$ cat src/rtl/wb_stage_pkg.sv
// wb_stage_pkg: shared widths and load-size encodings for the write-back stage
package wb_stage_pkg;
  localparam int BYTE_WIDTH        = 8;
  localparam int INSTRUCTION_WIDTH = 32;
  localparam int REGISTER_ADDR     = 5;
  localparam int CNT_WIDTH         = 32;
  localparam logic [1:0] LS_BYTE = 2'b00;
  localparam logic [1:0] LS_HALF = 2'b01;
  localparam logic [1:0] LS_WORD = 2'b10;
endpackage

$ cat src/rtl/wb_stage_load_align.sv
// load_align: picks the addressed byte/half lane of a little-endian word and extends it
module load_align
  import wb_stage_pkg::*;
(
  input  logic [INSTRUCTION_WIDTH-1:0] word,
  input  logic [1:0]                   off,
  input  logic [1:0]                   size,
  input  logic                         is_unsigned,
  output logic [INSTRUCTION_WIDTH-1:0] data,
  output logic                         misaligned
);
  logic [INSTRUCTION_WIDTH-1:0] sh;
  logic [BYTE_WIDTH-1:0]        b;
  logic [2*BYTE_WIDTH-1:0]      h;
  always_comb begin
    sh = word >> {off, 3'b000};
    b  = sh[BYTE_WIDTH-1:0];
    h  = off[1] ? word[INSTRUCTION_WIDTH-1:2*BYTE_WIDTH] : word[2*BYTE_WIDTH-1:0];
    data = (size == LS_BYTE) ? {{(INSTRUCTION_WIDTH-BYTE_WIDTH){~is_unsigned & b[BYTE_WIDTH-1]}}, b} :
           (size == LS_HALF) ? {{(INSTRUCTION_WIDTH-2*BYTE_WIDTH){~is_unsigned & h[2*BYTE_WIDTH-1]}}, h} :
           word;
    misaligned = (size == LS_HALF & off[0]) | (size == LS_WORD & off != 2'b00) | (size == 2'b11);
  end
endmodule

$ cat src/rtl/wb_stage.sv
// wb_stage: MEM/WB register and register-file write driver with retired-instruction counter
module wb_stage
  import wb_stage_pkg::*;
(
  input  logic                         clk,
  input  logic                         rst,
  input  logic                         stall,
  input  logic                         flush,
  input  logic                         mem_valid,
  input  logic                         mem_reg_write,
  input  logic                         mem_to_reg,
  input  logic [REGISTER_ADDR-1:0]     mem_rd_addr,
  input  logic [INSTRUCTION_WIDTH-1:0] mem_alu_result,
  input  logic [INSTRUCTION_WIDTH-1:0] mem_load_data,
  input  logic [1:0]                   mem_load_size,
  input  logic                         mem_load_unsigned,
  output logic [REGISTER_ADDR-1:0]     wb_addr,
  output logic [INSTRUCTION_WIDTH-1:0] w_data,
  output logic                         wb_en,
  output logic                         wb_valid,
  output logic                         misaligned_load,
  output logic [CNT_WIDTH-1:0]         instret
);
  logic [INSTRUCTION_WIDTH-1:0] ld_data, sel_data;
  logic                         ld_mis, mis, en, vld, cap;
  logic [REGISTER_ADDR-1:0]     wb_addr_d, wb_addr_q;
  logic [INSTRUCTION_WIDTH-1:0] w_data_d, w_data_q;
  logic                         wb_en_d, wb_en_q, wb_valid_d, wb_valid_q, mis_d, mis_q;
  logic [CNT_WIDTH-1:0]         instret_d, instret_q;

  load_align u_align (
    .word        (mem_load_data),
    .off         (mem_alu_result[1:0]),
    .size        (mem_load_size),
    .is_unsigned (mem_load_unsigned),
    .data        (ld_data),
    .misaligned  (ld_mis)
  );

  // Address and data are forced to 0 whenever no write occurs, since the bypass ignores wb_en.
  always_comb begin
    cap        = ~flush & ~stall;
    mis        = mem_valid & mem_to_reg & mem_reg_write & ld_mis;
    vld        = mem_valid & ~mis;
    en         = vld & mem_reg_write & (mem_rd_addr != '0);
    sel_data   = mem_to_reg ? ld_data : mem_alu_result;
    wb_addr_d  = flush ? '0 : stall ? wb_addr_q  : (en ? mem_rd_addr : '0);
    w_data_d   = flush ? '0 : stall ? w_data_q   : (en ? sel_data : '0);
    wb_en_d    = flush ? 1'b0 : stall ? wb_en_q    : en;
    wb_valid_d = flush ? 1'b0 : stall ? wb_valid_q : vld;
    mis_d      = flush ? 1'b0 : stall ? mis_q      : mis;
    instret_d  = instret_q + {{(CNT_WIDTH-1){1'b0}}, cap & vld};
  end

  always_ff @(posedge clk) begin
    if (rst) begin
      wb_addr_q  <= '0;
      w_data_q   <= '0;
      wb_en_q    <= 1'b0;
      wb_valid_q <= 1'b0;
      mis_q      <= 1'b0;
      instret_q  <= '0;
    end else begin
      wb_addr_q  <= wb_addr_d;
      w_data_q   <= w_data_d;
      wb_en_q    <= wb_en_d;
      wb_valid_q <= wb_valid_d;
      mis_q      <= mis_d;
      instret_q  <= instret_d;
    end
  end

  assign wb_addr         = wb_addr_q;
  assign w_data          = w_data_q;
  assign wb_en           = wb_en_q;
  assign wb_valid        = wb_valid_q;
  assign misaligned_load = mis_q;
  assign instret         = instret_q;
endmodule

$ cat config.mk
export PLATFORM = sky130hd
export DESIGN_NAME = wb_stage
export DESIGN_NICKNAME = d
export VERILOG_FILES = /design/src/rtl/wb_stage_pkg.sv /design/src/rtl/wb_stage_load_align.sv /design/src/rtl/wb_stage.sv
export SDC_FILE = /design/constraint.sdc
export NUM_CORES = 1
export LEC_CHECK = 0
export ABC_AREA = 1
export CAP_MARGIN = 0
export CORE_ASPECT_RATIO = 1.1
export CORE_MARGIN = 2
export CORE_UTILIZATION = 45
export DETAILED_ROUTE_END_ITERATION = 10
export PLACE_DENSITY = 0.79
export SLEW_MARGIN = 20
export SYNTH_ARGS = -nofsm -noshare
export SYNTH_HDL_FRONTEND = slang
export SYNTH_SLANG_ARGS = --single-unit
$ cat constraint.sdc
create_clock -name clk -period 3.8 [get_ports clk]
set_clock_uncertainty 0.15 [all_clocks]
set_input_delay 0.76 -clock clk [delete_from_list [all_inputs] [get_ports clk]]
set_output_delay 0.76 -clock clk [all_outputs]
set_load 0.05 [all_outputs]
; ---- Word-level counts from Yosys, hierarchy flattened
; Cells that the tools add are included.
[op_classes]
n_eq_ne = 3
n_shift = 1
n_mux = 6
n_bitwise = 18
n_addsub = 1
reduce_logical = 4
[op_table]
columns = operator, count
row1 = 2-to-1 mux 32 bit, 4
row2 = adder 32 x 1 -> 32 bit, 1
row3 = >> shifter 32 x 5 -> 8 bit, 1
row4 = 2-to-1 mux 16 bit, 1
row5 = AND 1 bit, 12
row6 = 2-to-1 mux 5 bit, 1
row7 = nonzero test 5 bit, 1
row8 = "== test 2 bit, second input constant", 2
row9 = NOT 1 bit, 4
row10 = "== test 2 x 1 -> 1 bit, second input constant", 1
row11 = zero test 2 bit, 1
row12 = bitwise OR 1 bit, 2
row13 = nonzero test 2 bit, 1
row14 = OR reduction 2 bit, 1
[word_totals]
reg_bits = 72
in_bits = 79

; ---- Logic depth before layout (Yosys ltp)
; Gate-level depths: netlist of run 1.
[depth]
word_depth = 10
ltp_mapped = 20

; ---- Cells and area by module
; Synthesis of run 1 repeated with hierarchy kept, for this count alone.
[unflattened]
hier_cells = 742
hier_area_um2 = 4614.4
[modules_own_cells]
columns = module, n_inst, seq_area_each_um2, area_each_um2, cells_each
row1 = wb_stage, 1, 1441.4, 3538.4, 493
row2 = load_align, 1, 0.0, 1076.0, 249

; ---- Worst setup path before layout of run 1
; Ideal clock, no wire load.
[synth_path]
path_type = input -> register
start = in mem_alu_result[1]
end = reg instret_q[24], in the netlist instret[24]
cell_stages = 20
t_arrival_ns = 2.821
path_slack_ns = 0.719
path_buffers = 2
path_cell_list = buf_4 o21ai_2 nand2_1 nand2_2 nand3_4 buf_6 nor2_1 ha_1 ha_1 nand2_1 nor2_4 nand2_1 nor2_2 nand2_2 inv_2 nand2_2 nor2_1 nand2_1 nand2_1 nor2_1
[synth_between]
elab_chain_len = 9
[synth_rtl]
columns = element, line
row1 = "start, declared", wb_stage.sv:13  ; input logic [INSTRUCTION_WIDTH-1:0] mem_alu_result,
row2 = nonzero test 2 bit, wb_stage_load_align.sv:22  ; misaligned = (size == LS_HALF & off[0]) | (size == LS_WORD & off != 2'b00) | (size == 2'b11);
row3 = AND 1 bit, wb_stage_load_align.sv:22
row4 = bitwise OR 1 bit (2 in series), wb_stage_load_align.sv:22
row5 = AND 1 bit, wb_stage.sv:43  ; mis = mem_valid & mem_to_reg & mem_reg_write & ld_mis;
row6 = NOT 1 bit, wb_stage.sv:44  ; vld = mem_valid & ~mis;
row7 = AND 1 bit, wb_stage.sv:44
row8 = AND 1 bit, wb_stage.sv:52  ; instret_d = instret_q + {{(CNT_WIDTH-1){1'b0}}, cap & vld};
row9 = adder 32 x 1 -> 32 bit, wb_stage.sv:52
row10 = "end signal, assigned", wb_stage.sv:69  ; instret_q <= instret_d;
row11 = "end, declared", wb_stage.sv:29  ; logic [CNT_WIDTH-1:0] instret_d, instret_q;
; Every way passes these cells.
; A chain may end at the register's enable or synchronous reset.

; ---- Worst setup path after layout of run 1
[layout_path]
start = in mem_load_size[1]
end = reg instret_q[24], in the netlist instret[24]
[layout_between]
elab_chain_len = 9
elab_cells_between_ends = 12
classes_between = 1 x add/sub / 3 x eq/ne / 8 x bitwise
[layout_rtl]
columns = element, line
row1 = "start, declared", wb_stage.sv:15  ; input logic [1:0] mem_load_size,
row2 = == test 2 x 1 -> 1 bit / == test 2 bit (equally long branches), wb_stage_load_align.sv:22
row3 = AND 1 bit, wb_stage_load_align.sv:22
row4 = bitwise OR 1 bit, wb_stage_load_align.sv:22
row5 = bitwise OR 1 bit *, wb_stage_load_align.sv:22
row6 = AND 1 bit *, wb_stage.sv:43
row7 = NOT 1 bit *, wb_stage.sv:44
row8 = AND 1 bit *, wb_stage.sv:44
row9 = AND 1 bit *, wb_stage.sv:52
row10 = adder 32 x 1 -> 32 bit *, wb_stage.sv:52
; Mark *: on every way between the ends. The rest lies on a longest branch, timed or not.

==> impl_metrics.json, run 1 <==
{
  "status": "completed",
  "post_cts_buffers": 0,
  "crit_type": "input pin to flip-flop",
  "grt_util_all_layers_pct": 27.6,
  "num_rows": 37,
  "vias_per_cell": 5.25,
  "cellLeakagePower_nw": 2.33,
  "syn-cell-area_um2": 4420,
  "dr.pass1.iters": 5,
  "path_delay_family": "simple AND/OR/NAND/NOR gates",
  "clk_latency_ns": 0.36,
  "async_reset_ff_share_pct": 0,
  "synth_edf_count": 0,
  "synth_cells": 724,
  "rrSetupSlack_ns": 1.73,
  "drv_slew": 0,
  "worstPathRequired_ns": 3.90,
  "dpl.hpwl_um": 11100,
  "critPathLaunch": "mem_load_size[1]",
  "vdd_drop_max_v": 0.000186,
  "yosys_most_used_dff": "dfxtp_1",
  "critPathBufInv": 2,
  "start_util_pct": 46.8,
  "yosys-top-cells-area": "dfxtp_1 (33%), nand2_1 (22%), nor2_1 (7.9%), nand3_1 (7.6%), a21oi_1 (6.6%)",
  "synthDominantCellAreaShare_pct": 32.6,
  "yosysTopAreaCell": "dfxtp_1",
  "clock_sinks": 72,
  "rsz0062_at_grt": "false",
  "cts_hold_buffers": 0,
  "slowest_delay_ns": 0.49,
  "worst_pin_slew_ns": 0.779,
  "pwr-share-clk_pct": 36.8,
  "final_layout_size_suffix_gt1_share_pct": 7.27,
  "h-tree-depth": 3,
  "n_antenna_cell": 0,
  "fmax_ghz": 0.322,
  "die_area_um2": 10600,
  "power.share.combinational_pct": 19.1,
  "grt_pass1_vias": 4919,
  "crit_fanout": 5,
  "ys_ff_latch": 72,
  "r2r-start": "instret[0]",
  "fill_cells": 868,
  "synth_fp_nets": 805,
  "yosys_warnings": 0,
  "grt_max_degree": 59,
  "cp.arrival_ns": 3.21,
  "stdcell_count": 984,
  "fin_crit_sh_pct": 81.9,
  "path_common_cell": "nor2_1",
  "setup-tns-final_ns": 0,
  "hold_viol_final": 0,
  "syn2layout_area_growth_pct": 39.3,
  "fin_crit_ns": 3.11,
  "pwr-share-seq_pct": 44.1,
  "worstHoldPathType": "flip-flop to flip-flop",
  "boundaryPins": 151,
  "synth-seq-area-share_pct": 32.6,
  "cts_root_buf": "clkbuf_8",
  "slew_headroom_pct": 48.0,
  "die_w_um": 98.5,
  "ant_nets": 0,
  "critical_path.startpoint_type": "input pin",
  "clk_path_buf_depth": 2,
  "place_inst": 968,
  "place.gp.congestion": 0.963,
  "crit_cells": 19,
  "die_height_um": 108,
  "power_density_nw_per_um2": 282,
  "routed-via-count": 5168,
  "crit_end": "instret[24]",
  "grt_pass1_wl_um": 23900,
  "cts_resized": 0,
  "final_nets": 943,
  "r2r_cells": 13,
  "wl_per_cell_um": 14.9,
  "switching_share_pct": 29.9,
  "io_buffers": 150,
  "clk_pin_slew_ns": 0.08,
  "overflow": 0,
  "regToRegEndpoint": "instret[24]",
  "p_switching_uw": 519,
  "internal_power_mw": 1.22,
  "wirelength_um": 14700,
  "antenna_found_initial": 0,
  "cts_tree": "built",
  "p_total_mw": 1.74,
  "design.core.area_um2": 9440,
  "path_cells": "clkdlybuf4s50_1, nor2_1, nor2_1, nand2_2, nand3_4, nor2_1, ha_1, ha_1, nand2_1, nor2_4, nand2_1, nor2_2, nand2_2, inv_2, nand2_2, nor2_1, nand2_1, nand2_1, nor2_1",
  "cp_slowest_cell": "clkdlybuf4s50_1",
  "drc": 0,
  "syn_area_per_cell_um2": 6.11,
  "drv_cap": 0,
  "cts-buffers-inserted": 9,
  "synth_cell_types": 36,
  "min_from": "w_data[0]",
  "endpoint_kind": "flip-flop",
  "setup_viol": 0,
  "fin_util_pct": 65.2,
  "drt-initial-drc-count": 405
}
[cells in the mapped netlist (2+ instances only)]
library cell / number
nand2_1: 255
nor2_1: 93
dfxtp_1: 72
nand3_1: 67
a21oi_1: 58
inv_1: 39
nor3_1: 29
clkbuf_1: 18
nand4_1: 14
or2_2: 10
buf_2: 6
buf_6: 6
nand2_2: 6
xor2_1: 6
o21ai_0: 5
nand3b_1: 4
nor2_2: 4
nor2_4: 4
buf_4: 3
inv_2: 3
a22oi_1: 2
ha_1: 2
nor3b_1: 2
o21a_1: 2
o21ai_2: 2
or2_0: 2
[worst register-to-register path: cells and delay by family, from the launching register on]
| family | cells | cell delay, ns |
|---|---|---|
| buffers and inverters | 1 | 0.07 |
| DFF | 1 | 0.37 |
| adders and majority gates | 2 | 0.44 |
| and+or+nand+nor | 10 | 0.94 |
[cells by family (layout without fill, tap and decap cells)]
family,after synthesis,count (layout),synth area share (%)
AO/OA/AOI/OAI,73,73,8.97
flip-flops,72,72,32.6
adder cells (fa/ha/maj),2,2,0.566
AND/OR/NAND/NOR,494,494,48.7
XOR/XNOR,6,6,1.19
buffers and inverters,77,220,8.03
[worst min path at each step]
| stage | to | slack (ns) | cells after the start |
|---|---|---|---|
| floorplan | w_data[0] | 0.53 | 2 |
| global placement | w_data[0] | 0.29 | 2 |
| detailed placement | w_data[0] | 0.30 | 2 |
| CTS | w_data[0] | 0.31 | 2 |
| global route | w_data[5] | 0.34 | 2 |
| finish | w_data[0] | 0.31 | 2 |
[cell type report]
type | instances | area [µm²] | share of cell area [%]
Clock inverter | 7 | 80.1 | 1.30
Inverter | 43 | 164 | 2.66
Sequential cell | 72 | 1440 | 23.4
Tap cell | 117 | 146 | 2.38
Multi-Input combinational cell | 575 | 2630 | 42.6
Clock buffer | 9 | 124 | 2.01
Timing Repair Buffer | 161 | 1580 | 25.6
[power groups by stage]
| stage | Sequential [mW] | Clock (mW) | Combinational [mW] |
|---|---|---|---|
| after CTS | 0.765 | 0.648 | 0.330 |
| after global placement | 0.782 | 0 | 0.327 |
| after floorplan | 0.807 | 0 | 0.162 |
| final | 0.765 | 0.638 | 0.332 |
| after detailed placement | 0.783 | 0 | 0.328 |
| after global routing | 0.766 | 0.678 | 0.364 |
[sequential cells by signal, indices dropped and copies added, names as in the netlist]
name / flops
misaligned_load: 1
wb_addr: 5
w_data: 32
wb_en: 1
instret: 32
wb_valid: 1
[through the flow]
stage	worst slack [ns]	instance area, µm²	hold WS (ns)
floorplan	0.719	4420	0.525
global placement	0.394	5960	0.295
detailed placement	0.328	5960	0.302
CTS	0.703	6160	0.313
global route	0.397	6160	0.340
finish	0.690	6160	0.313
[cell usage in the layout (no fill, tap or decap), types with 2 or more instances in the layout]
cell / instances
a22oi_1: 2
buf_4: 11
o21ai_0: 5
nor3b_1: 2
nor2_4: 4
inv_1: 39
o21ai_2: 2
xor2_1: 6
inv_2: 3
nor2_1: 93
nand2_2: 6
a21oi_1: 58
clkdlybuf4s50_1: 149
o21a_1: 2
dfxtp_1: 72
ha_1: 2
clkinv_4: 2
nor3_1: 29
nand4_1: 14
nor2_2: 4
nand3b_1: 4
clkbuf_8: 9
nand2_1: 255
or2_2: 10
or2_0: 2
nand3_1: 67
[layer usage]
layer / track usage [%] / up-vias / share of wire, %
met4: 9.59 / 0 / 2.1
met3: 6.08 / 27 / 6.6
met1: 35.1 / 2344 / 43
met5: 0 / - / 0
li1: - / 2609 / -
met2: 46.3 / 188 / 48
Note: power is estimated with default switching activity, not from simulation.
==> run 2: changes to the inputs <==
clock period = 3.17 ns   (was 3.8 ns; I/O delays follow)
==> run 2 against run 1 <==
Net effect: utilization grew 0.45 points; register-to-register slack lost 0.44 ns; sequential cell count is the same; die area is the same; worst hold slack lost 0.0059 ns; critical path depth shrank 3; global-route usage shrank 0.45 points; critical endpoint is now instret[28]; largest power group unchanged; highest routed layer unchanged.
==> impl_metrics.json, run 2 (synthesis gave the netlist of run 1 again) <==
{
  "die_w_um": 98.5,
  "fmax_ghz": 0.358,
  "n_antenna_cell": 0,
  "hold_viol_final": 0,
  "vias_per_cell": 5.25,
  "layout_commonest_cell": "nand2_1",
  "clk_path_buf_depth": 2,
  "drc": 0,
  "wirelength_um": 14200,
  "crit_type": "input pin to flip-flop",
  "fin_crit_ns": 2.80,
  "grt_max_degree": 59,
  "dpl.hpwl_um": 10800,
  "post_cts_buffers": 0,
  "place_inst": 975,
  "pwr-share-seq_pct": 44.5,
  "critical_path.startpoint_type": "input pin",
  "power.share.combinational_pct": 19.4,
  "slowest_delay_ns": 0.48,
  "boundaryPins": 151,
  "die_area_um2": 10600,
  "antenna_found_initial": 0,
  "fin_crit_sh_pct": 88.2,
  "internal_power_mw": 1.45,
  "cp.arrival_ns": 2.88,
  "io_buffers": 150,
  "cts_resized": 0,
  "design.core.area_um2": 9440,
  "worst_pin_slew_ns": 0.558,
  "drt-initial-drc-count": 397,
  "worstHoldPathType": "flip-flop to flip-flop",
  "stdcell_count": 991,
  "cts_root_buf": "clkbuf_8",
  "worstPathRequired_ns": 3.26,
  "ant_nets": 0,
  "power_density_nw_per_um2": 332,
  "path_cells": "clkdlybuf4s50_1, nor2_1, nor2_1, nand2_2, nand3_4, nor2_1, ha_1, ha_1, nand2_1, nor2_4, buf_4, inv_1, nor3b_1, nand2_1, nand2_1, a21oi_1",
  "endpoint_kind": "flip-flop",
  "h-tree-depth": 3,
  "cts-buffers-inserted": 9,
  "start_util_pct": 46.8,
  "slew_headroom_pct": 62.7,
  "pwr-share-clk_pct": 36.0,
  "crit_fanout": 4,
  "top_layer": "met4",
  "cts_hold_buffers": 0,
  "cts_tree": "built",
  "dr.pass1.iters": 5,
  "grt_pass1_wl_um": 23400,
  "met3_length_um": 1030,
  "clk_pin_slew_ns": 0.08,
  "routed-via-count": 5202,
  "vdd_drop_max_v": 0.000207,
  "place.gp.congestion": 0.960,
  "final_layout_size_suffix_gt1_share_pct": 8.01,
  "wl_met1_um": 6090,
  "overflow": 0,
  "cellLeakagePower_nw": 2.37,
  "syn2layout_area_growth_pct": 40.3,
  "die_height_um": 108,
  "num_rows": 37,
  "met2_length_um": 6710,
  "status": "completed",
  "rsz0062_at_grt": "false",
  "layout_common_cells": "nand2_1 (255), clkdlybuf4s50_1 (149), nor2_1 (93)",
  "clock_sinks": 72,
  "clk_latency_ns": 0.36,
  "setup-tns-final_ns": 0,
  "switching_share_pct": 29.5,
  "setup_viol": 0,
  "grt_util_all_layers_pct": 27.1,
  "drv_slew": 0,
  "final_nets": 950,
  "drv_cap": 0,
  "cp_slowest_cell": "clkdlybuf4s50_1",
  "p_switching_uw": 607,
  "wl_per_cell_um": 14.3,
  "grt_pass1_vias": 4848,
  "fin_util_pct": 65.7
}
-- run 2: per-layer routing --
layer | vias to the layer above | GRT usage (%)
li1 | 2611 | -
met1 | 2350 | 35.0
met2 | 208 | 45.2
met3 | 33 | 5.69
met4 | 0 | 9.39
met5 | - | 0
-- run 2: worst max-delay path: cells and delay by family --
kind / cells / cell delay (ns)
adders and majority gates: 2 / 0.33
and+or+nand+nor: 10 / 1.21
AOI/OAI and AO/OA: 1 / 0.06
buffers and inverters: 3 / 0.64
-- run 2: power by group through the flow --
stage          logic (mW)  registers, mW  clock network, mW
6_report            0.400          0.917              0.742
3_5_place_dp        0.395          0.938                  0
5_1_grt             0.440          0.918              0.796
3_3_place_gp        0.393          0.938                  0
4_1_cts             0.397          0.917              0.759
2_1_floorplan       0.195          0.967                  0
-- run 2: layout make-up --
cell class,count,area [µm²]
fillers,915,3240
inverters,43,164
clock inverters,7,70.1
multi-input cells,575,2630
well taps,117,146
clock buffers,9,124
repair buffers,168,1630
flip-flops and latches,72,1440
-- run 2: stage by stage --
stage	hold slack, ns	area, µm²	total power [mW]	setup WS, ns
global placement	0.294	6010	1.33	0.0855
global route	0.339	6200	2.15	0.144
floorplan	0.525	4420	1.16	0.215
CTS	0.313	6200	2.07	0.403
detailed placement	0.303	6010	1.33	0.0160
finish	0.307	6200	2.06	0.374
-- run 2: worst paths after layout --
path	depth (start not counted)	end	slack, ns	from
max	16	instret[28]	0.37	mem_load_size[1]
min	2	w_data[0]	0.31	w_data[0]
max reg2reg	10	instret[28]	1.29	instret[0]
min reg2reg	2	w_data[0]	0.31	w_data[0]
==> run 3: changes to the inputs <==
REMOVE_ABC_BUFFERS = 1   (was default)
==> run 3 against run 2 <==
Net effect: final cell count increased by 0.50%; maximum frequency up 1.4%; sequential cell count stayed put.
==> impl_metrics.json, run 3 (synthesis gave the netlist of run 1 again) <==
{
  "status": "completed",
  "stdcell_count": 996,
  "num_rows": 37,
  "fin_util_pct": 65.8,
  "slew_headroom_pct": 62.6,
  "crit_fanout": 6,
  "overflow": 0,
  "critical_path.startpoint_type": "input pin",
  "worst_pin_slew_ns": 0.559,
  "grt_max_degree": 59,
  "r2r-start": "instret[19]",
  "power_density_nw_per_um2": 321,
  "dpl.hpwl_um": 11800,
  "rrSetupSlack_ns": 1.31,
  "cts_root_buf": "clkbuf_8",
  "power.share.combinational_pct": 20.3,
  "wirelength_um": 15400,
  "fin_crit_ns": 2.76,
  "setup_viol": 0,
  "p_switching_uw": 618,
  "cts_tree": "built",
  "rsz0062_at_grt": "false",
  "layout_commonest_cell": "nand2_1",
  "drc": 0,
  "cts-buffers-inserted": 9,
  "worstHoldPathType": "flip-flop to flip-flop",
  "clock_sinks": 72,
  "dr.pass1.iters": 5,
  "grt_util_all_layers_pct": 28.9,
  "h-tree-depth": 3,
  "clk_path_buf_depth": 2,
  "worstPathRequired_ns": 3.32,
  "register_area_um2": 1440,
  "io_buffers": 150,
  "whs_ns": 0.315,
  "regToRegEndpoint": "instret[26]",
  "syn2layout_area_growth_pct": 40.6,
  "cellLeakagePower_nw": 2.38,
  "cts_resized": 0,
  "cp.arrival_ns": 2.91,
  "drv_cap": 0,
  "routed-via-count": 5268,
  "n_antenna_cell": 0,
  "pwr-share-seq_pct": 46.0,
  "grt_pass1_vias": 5009,
  "final_layout_size_suffix_gt1_share_pct": 8.42,
  "crit_type": "input pin to flip-flop",
  "switching_share_pct": 31.0,
  "wl_per_cell_um": 15.4,
  "antenna_found_initial": 0,
  "grt_pass1_wl_um": 24700,
  "vias_per_cell": 5.29,
  "fin_crit_sh_pct": 87.0,
  "final_nets": 955,
  "r2r_cells": 7,
  "place_inst": 980,
  "setup-tns-final_ns": 0,
  "start_util_pct": 46.8,
  "p_total_mw": 1.99,
  "die_area_um2": 10600,
  "clk_pin_slew_ns": 0.09,
  "layout_common_cells": "nand2_1 (255), clkdlybuf4s50_1 (149), nor2_1 (93)",
  "clk_latency_ns": 0.35,
  "drv_slew": 0,
  "boundaryPins": 151,
  "drt-initial-drc-count": 381,
  "design.core.area_um2": 9440,
  "endpoint_kind": "flip-flop",
  "vdd_drop_max_v": 0.000188,
  "hold_viol_final": 0,
  "multi_input_area_um2": 2630,
  "fill_cells": 901,
  "cts_hold_buffers": 0,
  "fmax_ghz": 0.363,
  "crit_end": "instret[17]",
  "die_height_um": 108,
  "die_w_um": 98.5,
  "critPathLaunch": "mem_load_size[0]",
  "post_cts_buffers": 0,
  "place.gp.congestion": 0.945,
  "pwr-share-clk_pct": 33.7,
  "ant_nets": 0,
  "internal_power_mw": 1.38
}
==> run 3: changes by cell type in the layout (fill, tap and decap cells not counted) <==
cell	change
clkinv_4	-1
inv_6	+1
clkbuf_1	+1
clkinv_2	-1
buf_4	+5
clkinvlp_4	+1
bufinv_16	-1
==> run 3: critical path, cell delays in order <==
cell             delay [ns]
clkdlybuf4s50_1        0.49
nor2_1                 0.17
nor2_1                 0.07
nand2_2                0.11
nand3_4                0.07
nor2_1                 0.09
ha_1                   0.17
buf_4                  0.11
nand3_1                0.19
nor2_2                 0.21
nand2_2                0.11
nor2_4                 0.14
nand2_2                0.08
o21ai_1                0.12
nand2_1                0.05
nor2_1                 0.08
==> run 3: worst min path at each step <==
stage,from,end,slack [ns],cells after the start
after CTS,w_data[14],w_data[14],0.32,2
after global routing,wb_addr[0],wb_addr[0],0.34,2
after global placement,w_data[0],w_data[0],0.30,2
final,w_data[0],w_data[0],0.31,2
after detailed placement,w_data[14],w_data[14],0.30,2
after floorplan,w_data[0],w_data[0],0.52,2
==> run 3: stage by stage <==
stage / worst slack, ns / cell area, µm²
after floorplan: 0.00550 / 4230
after global placement: 0.0813 / 6050
after detailed placement: 0.0565 / 6050
after CTS: 0.441 / 6220
after global routing: 0.168 / 6220
final: 0.414 / 6220
==> run 3: area by class of cell <==
cell class,instances,share of cell area [%]
repair buffers,173,26.8
inverters,43,2.64
well taps,117,2.35
clock buffers,10,2.05
multi-input cells,575,42.2
clock inverters,6,0.684
flip-flops and latches,72,23.2
==> run 3: power groups by stage <==
stage                     logic (mW)  clock network, mW  registers, mW
after floorplan                0.154                  0          0.967
after CTS                      0.401              0.673          0.917
after detailed placement       0.400                  0          0.938
after global placement         0.397                  0          0.938
final                          0.405              0.671          0.917
after global routing           0.442              0.715          0.918
==> run 3: routing by layer <==
layer  global-route usage (%)  vias up  share of wire (%)
met5                        0        -                  0
met4                     9.88        0                2.5
met3                     6.53       37                7.2
met2                     46.7      223                 47
met1                     38.2     2383                 44
li1                         -     2625                  -
